[src/rtl/frame_scheduler_pkg.sv]
`timescale 1ns/1ps
`default_nettype none
// ============================================================================
//  Module   : frame_scheduler_pkg
//  Purpose  : Shared types and defaults for the frame scheduler and the
//             pulse generator that feeds it, so both agree on the frame budget.
//  Revision : 1.0 - initial release
// ============================================================================
package frame_scheduler_pkg;

    // Default number of sequenced stages: input capture, physics, render
    localparam int unsigned c_DEFAULT_STAGES         = 3;
    // Default per-stage watchdog budget in clock cycles
    localparam int unsigned c_DEFAULT_TIMEOUT_CYCLES = 1000000;

    // Sequencer phase; the stage being serviced lives in its own register
    typedef enum logic [1:0] {
        ST_IDLE   = 2'd0,
        ST_LAUNCH = 2'd1,
        ST_WAIT   = 2'd2
    } sched_state_t;

    // Bit width needed to index v items, never less than one bit
    function automatic int unsigned clog2_min1(input int unsigned v);
        return (v <= 1) ? 1 : $clog2(v);
    endfunction

endpackage : frame_scheduler_pkg
`default_nettype wire

[src/rtl/frame_scheduler_stage_watchdog.sv]
`timescale 1ns/1ps
`default_nettype none
// ============================================================================
//  Module   : frame_scheduler_stage_watchdog
//  Purpose  : Up-counter of WAIT cycles with clear; flags the cycle in which
//             the wait budget is used up. TIMEOUT_CYCLES = 0 disables it.
//  Revision : 1.0 - initial release
// ============================================================================
module frame_scheduler_stage_watchdog
    import frame_scheduler_pkg::*;
#(
    parameter int unsigned TIMEOUT_CYCLES = c_DEFAULT_TIMEOUT_CYCLES
) (
    input  logic clk,
    input  logic rst,
    input  logic i_clear,
    input  logic i_count,
    output logic o_expired
);

    localparam int unsigned CNT_WIDTH = clog2_min1(TIMEOUT_CYCLES + 1);

    generate
        if (TIMEOUT_CYCLES > 0) begin : g_enabled
            localparam logic [CNT_WIDTH-1:0] c_LAST = CNT_WIDTH'(TIMEOUT_CYCLES - 1);

            logic [CNT_WIDTH-1:0] r_count;

            // Count completed WAIT cycles; hold at the last value so it cannot wrap
            always_ff @(posedge clk or posedge rst) begin
                if (rst) begin
                    r_count <= '0;
                end else if (i_clear) begin
                    r_count <= '0;
                end else if (i_count && (r_count != c_LAST)) begin
                    r_count <= r_count + 1'b1;
                end
            end

            // Expiry is the TIMEOUT_CYCLES-th WAIT cycle itself, so a done in
            // that same cycle can still be honoured by the caller
            assign o_expired = i_count && (r_count == c_LAST);
        end else begin : g_disabled
            assign o_expired = 1'b0;
        end
    endgenerate

endmodule : frame_scheduler_stage_watchdog
`default_nettype wire

[src/rtl/frame_scheduler.sv]
`timescale 1ns/1ps
`default_nettype none
// ============================================================================
//  Module   : frame_scheduler
//  Purpose  : On each accepted frame tick, launches STAGES downstream units
//             in order with start/done handshakes. Counts completed frames,
//             counts ticks that arrive while busy (one-deep pending relaunch)
//             and flags a stage that fails to answer within the watchdog.
//  Revision : 1.0 - initial release
// ============================================================================
module frame_scheduler
    import frame_scheduler_pkg::*;
#(
    parameter int unsigned  STAGES         = c_DEFAULT_STAGES,
    parameter int unsigned  FRAME_WIDTH    = 16,
    parameter int unsigned  OVR_WIDTH      = 8,
    parameter int unsigned  TIMEOUT_CYCLES = c_DEFAULT_TIMEOUT_CYCLES,
    localparam int unsigned STAGE_W        = clog2_min1(STAGES)
) (
    input  logic                   clock,
    input  logic                   reset,
    input  logic                   tick,
    input  logic                   enable,
    input  logic [STAGES-1:0]      done,
    input  logic                   clear_err,
    output logic [STAGES-1:0]      start,
    output logic                   busy,
    output logic [FRAME_WIDTH-1:0] frame_count,
    output logic [OVR_WIDTH-1:0]   overrun_count,
    output logic                   timeout_err,
    output logic [STAGE_W-1:0]     err_stage
);

    sched_state_t           r_state;
    logic [STAGE_W-1:0]     r_stage;
    logic                   r_pending;
    logic [STAGES-1:0]      r_start;
    logic                   r_busy;
    logic [FRAME_WIDTH-1:0] r_frame_count;
    logic [OVR_WIDTH-1:0]   r_overrun_count;
    logic                   r_timeout_err;
    logic [STAGE_W-1:0]     r_err_stage;

    logic                   w_req;
    logic [STAGES-1:0]      w_stage_sel;
    logic [STAGES-1:0]      w_next_start;
    logic                   w_stage_done;
    logic                   w_last_stage;
    logic                   w_wd_count;
    logic                   w_wd_clear;
    logic                   w_wd_expired;
    logic                   w_timeout;
    logic                   w_ovr_inc;

    // A tick only counts as a frame request while enabled
    assign w_req        = tick && enable;
    // Only the done bit of the stage being waited on is observed
    assign w_stage_sel  = STAGES'(1) << r_stage;
    assign w_next_start = STAGES'(1) << (r_stage + 1'b1);
    assign w_stage_done = (r_state == ST_WAIT) && |(done & w_stage_sel);
    assign w_last_stage = (r_stage == STAGE_W'(STAGES - 1));
    // Watchdog runs only in WAIT and restarts from zero for every stage
    assign w_wd_count   = (r_state == ST_WAIT);
    assign w_wd_clear   = (r_state != ST_WAIT);
    assign w_timeout    = w_wd_expired && !w_stage_done;
    // Overrun counter saturates at all-ones
    assign w_ovr_inc    = w_req && (r_state != ST_IDLE) && !(&r_overrun_count);

    frame_scheduler_stage_watchdog #(
        .TIMEOUT_CYCLES (TIMEOUT_CYCLES)
    ) u_watchdog (
        .clk       (clock),
        .rst       (reset),
        .i_clear   (w_wd_clear),
        .i_count   (w_wd_count),
        .o_expired (w_wd_expired)
    );

    // Frame sequencer with all outputs registered
    always_ff @(posedge clock or posedge reset) begin
        if (reset) begin
            r_state         <= ST_IDLE;
            r_stage         <= '0;
            r_pending       <= 1'b0;
            r_start         <= '0;
            r_busy          <= 1'b0;
            r_frame_count   <= '0;
            r_overrun_count <= '0;
            r_timeout_err   <= 1'b0;
            r_err_stage     <= '0;
        end else begin
            r_start <= '0;

            // Clear first so that a timeout later in this block overrides it
            if (clear_err) begin
                r_timeout_err <= 1'b0;
                r_err_stage   <= '0;
            end

            if (w_ovr_inc) begin
                r_overrun_count <= r_overrun_count + 1'b1;
            end

            case (r_state)
                ST_IDLE: begin
                    if (w_req) begin
                        r_state <= ST_LAUNCH;
                        r_stage <= '0;
                        r_start <= STAGES'(1);
                        r_busy  <= 1'b1;
                    end
                end

                ST_LAUNCH: begin
                    // done during the start cycle is deliberately ignored
                    r_state <= ST_WAIT;
                    if (w_req) begin
                        r_pending <= 1'b1;
                    end
                end

                ST_WAIT: begin
                    if (w_stage_done) begin
                        if (!w_last_stage) begin
                            r_state <= ST_LAUNCH;
                            r_stage <= r_stage + 1'b1;
                            r_start <= w_next_start;
                            if (w_req) begin
                                r_pending <= 1'b1;
                            end
                        end else begin
                            r_frame_count <= r_frame_count + 1'b1;
                            if (r_pending || w_req) begin
                                // Relaunch consumes one request; a second
                                // coincident request stays pending
                                r_state   <= ST_LAUNCH;
                                r_stage   <= '0;
                                r_start   <= STAGES'(1);
                                r_pending <= r_pending && w_req;
                            end else begin
                                r_state <= ST_IDLE;
                                r_busy  <= 1'b0;
                            end
                        end
                    end else if (w_timeout) begin
                        r_state       <= ST_IDLE;
                        r_busy        <= 1'b0;
                        r_pending     <= 1'b0;
                        r_timeout_err <= 1'b1;
                        r_err_stage   <= r_stage;
                    end else if (w_req) begin
                        r_pending <= 1'b1;
                    end
                end

                default: begin
                    r_state <= ST_IDLE;
                    r_busy  <= 1'b0;
                end
            endcase
        end
    end

    assign start         = r_start;
    assign busy          = r_busy;
    assign frame_count   = r_frame_count;
    assign overrun_count = r_overrun_count;
    assign timeout_err   = r_timeout_err;
    assign err_stage     = r_err_stage;

endmodule : frame_scheduler
`default_nettype wire

[config.mk]
export PLATFORM = sky130hd
export DESIGN_NAME = frame_scheduler
export DESIGN_NICKNAME = d
export VERILOG_FILES = /design/src/rtl/frame_scheduler_pkg.sv /design/src/rtl/frame_scheduler_stage_watchdog.sv /design/src/rtl/frame_scheduler.sv
export SDC_FILE = /design/constraint.sdc
export NUM_CORES = 1
export LEC_CHECK = 0
export ABC_AREA = 1
export BUFFER_PORTS_ARGS = -buffer_cell sky130_fd_sc_hd__buf_2
export CAP_MARGIN = 20
export CORE_MARGIN = 8
export CORE_UTILIZATION = 48
export DETAILED_ROUTE_END_ITERATION = 8
export GPL_TIMING_DRIVEN = 0
export PLACE_DENSITY = 0.68
export SYNTH_ARGS = -nofsm -noshare
export SYNTH_HDL_FRONTEND = slang
export SYNTH_HIERARCHICAL = 1
export SYNTH_SLANG_ARGS = --single-unit
[constraint.sdc]
create_clock -name clock -period 2.4 [get_ports clock]
set_clock_uncertainty 0.15 [all_clocks]
set_input_delay 0.24 -clock clock [delete_from_list [all_inputs] [get_ports clock]]
set_output_delay 0.24 -clock clock [all_outputs]
set_load 0.01 [all_outputs]
==> summary.txt <==
Outcome
  • Status: finished clean

Yosys
  • Yosys cell types: 37
  • Post-synth EDFFs: 0
  • Syn nets: 453
  • Synthesized instance count: 438
  • Seq/Total Area, Yosys: 41.2%
  • Ys flop type: dfrtp_1
  • Syn_area_per_cell: 7.76 sq um
  • Fraction of registers with async set/reset: 100%
  • Syn Std Cell Area: 3400 sq um
  • Synth Register Bits: 56
  • Synthesis Warnings: 6

Placement
  • Final GP Congestion: 0.930
  • Post-DP Area: 3740 sq um
  • Post-placement cell count: 573
  • Post-DP HPWL: 5.42 mm
  • IO buf count: 38

Drt
  • DR vias: 2,813
  • Overall routed net length: 6.87 mm
  • Via/cell ratio: 4.83
  • Initial DRC Count: 100
  • Residual DRC: 0
  • Initial DRT Pass Iterations: 4
  • Final ANT Viol Nets: 0
  • Wire length per cell: 11.8 um

Setup path
  • CP Capture Type: flop
  • Worst EP required: 2.50 ns
  • Max FO, Critical Path: 8
  • Crit-path max cell delay: 0.40 ns
  • Arrival @ worst endpoint: 2.25 ns
  • Slowest-stage cell, CP: dfrtp_1
  • WS Path Type: flop to flop
  • Critical path launch point type: flop
  • Worst-path cell chain: ha_1 > nand2_2 > nor2_4 > nand2_4 > nor2_8 > nand2_4 > nor2_2 > inv_1 > nand3_1 > nand2_1 > nor2_1 > nand3_1 > nand2_1

STA
  • WHS: 0.0504 ns
  • Slew headroom: 49.8%
  • Tcrit/Tclk final: 89.7%
  • Fin crit period: 2.15 ns
  • Highest Clock Rate: 0.465 GHz
  • Setup TNS: 0 ns
  • Hold Violations, Final: 0
  • Worst Max-Slew Pin Slew: 0.752 ns
  • RSZ-0062 raised after global routing: false
  • Pins Over Slew Limit: 0
  • Setup violators final: 0

Clocking
  • CTS root buf: clkbuf_8
  • CTS buffer count: 5
  • CTS clock-pin slew for the worst setup and hold paths: 0.10 ns
  • Max Buffers Root-to-Sink: 2
  • Clk_lat worst skew: 0.32 ns
  • TritonCTS clock tree: done
  • Clock sinks: 56
  • Post-CTS Setup Repair Bufs: 0
  • H-tree levels: 2

Final layout
  • Area Growth Syn to Fin: 13.0%
  • Finished Layout Cells: 582
  • Nets@finish: 500
  • Most frequent cells in the layout: nand2_1, dfrtp_1, nor2_1
  • Share of cells above drive strength 1: 18.9%
  • Most common cell after layout, fill and taps aside: nand2_1
  • Final instance area: 3840 sq um
  • Inserted Diodes: 0

Die
  • Die ar.: 10,000 sq um
  • I/O pin cnt: 39
  • Initial Util: 49.8%
  • Die Span X: 100 um
  • Row cnt: 30
  • Die H: 100 um
  • Core footprint: 6830 sq um

GRT
  • Gr ovfl total: 0
  • Gr usage total: 14.8%
  • First-pass GRT wire length: 12.4 mm
  • Initial antenna violation count: 0
  • Largest net degree at the start of global routing: 23
  • Vias in the first global route: 2,811

Flow run
  • Max-cap violation count: 0

Worst hold path
  • Hold Crit Class: input pin to flop

Power
  • Leakage power figure: 1.92 nW
  • Power Density: 805 nW/um^2
  • Peak supply drop: 0.361 mV
==> path summary, 6_finish.rpt <==
kind / from / to / slack, ns / cells after the start
max: u_watchdog/g_enabled.r_count[1] / busy / 0.25 / 13
min: clear_err / timeout_err / 0.05 / 4
max reg2reg: u_watchdog/g_enabled.r_count[1] / busy / 0.25 / 13
min reg2reg: timeout_err / timeout_err / 0.33 / 2
max in group asynchronous: reset / frame_count[0] / 1.12 / 4
min in group asynchronous: reset / frame_count[12] / 0.44 / 3
==> worst max-delay path: cells and delay by family, from the launching register on <==
| family | cells | cell delay (ns) |
|---|---|---|
| buffers and inverters | 1 | 0.06 |
| AND/OR/NAND/NOR | 11 | 1.30 |
| adder cells (fa/ha/maj) | 1 | 0.19 |
| flip-flops | 1 | 0.40 |
==> Yosys cell counts (6+ instances only) <==
cell	number	area (sq um)
nor3_1	8	40.0
nand3_1	45	225
xor2_1	18	158
ha_1	7	87.6
nand4_1	14	87.6
inv_1	40	150
nor2_1	53	199
nand2_1	122	458
xnor2_1	10	87.6
nand2_2	6	37.5
dfrtp_1	56	1400
o21ai_0	7	35.0
==> final cells by class <==
| cell class | count | area, sq um |
|---|---|---|
| plain buffers | 7 | 55.1 |
| clock buffers | 5 | 68.8 |
| clock inverters | 3 | 21.3 |
| fillers | 675 | 2990 |
| inverters | 45 | 174 |
| multi-input cells | 330 | 1780 |
| flip-flops and latches | 56 | 1400 |
| well taps | 96 | 120 |
| repair buffers | 40 | 228 |
==> report_power, final <==
part           switching [mW]  internal (mW)
logic                   0.845          0.468
registers               0.155           1.11
clock network           0.313          0.208
==> routing by layer <==
metal / up-vias / track usage [%] / routed length [um]
met5: - / 0 / 0
met1: 1278 / 17.4 / 3110
met4: 0 / 4.19 / 70
met2: 37 / 26.2 / 3380
met3: 7 / 3.25 / 310
li1: 1491 / - / -
==> logic make-up (layout without fill, tap and decap cells) <==
group	Yosys count	after routing	share of synthesized area (%)
XOR/XNOR	28	28	7.21
AO/OA/AOI/OAI	25	25	4.64
buffers and inverters	52	100	6.73
adder cells (fa/ha/maj)	7	7	2.58
flip-flops	56	56	41.2
AND/OR/NAND/NOR	270	270	37.6
==> timing repair <==
action,4_1_cts,5_1_grt
setup endpoints to repair,0,2
resized for setup,0,2
hold endpoints to repair,34,0
hold buffers,1,0
==> flip-flops by register name, summed over array words and instances, names as in the netlist <==
name	flops
busy	1
err_stage	2
frame_count	16
overrun_count	8
r_pending	1
r_stage	2
r_state	2
start	3
timeout_err	1
u_watchdog/g_enabled.r_count	20
==> per-stage QoR <==
step	total power, mW	util [%]	worst slack, ns
2_1_floorplan	2.24	-	0.445
3_3_place_gp	2.57	54.3	0.197
3_5_place_dp	2.60	54.7	0.162
4_1_cts	3.13	56.2	0.146
5_1_grt	3.37	56.3	0.0390
6_report	3.10	56.3	0.247
Note: power is estimated with default switching activity, not from simulation.
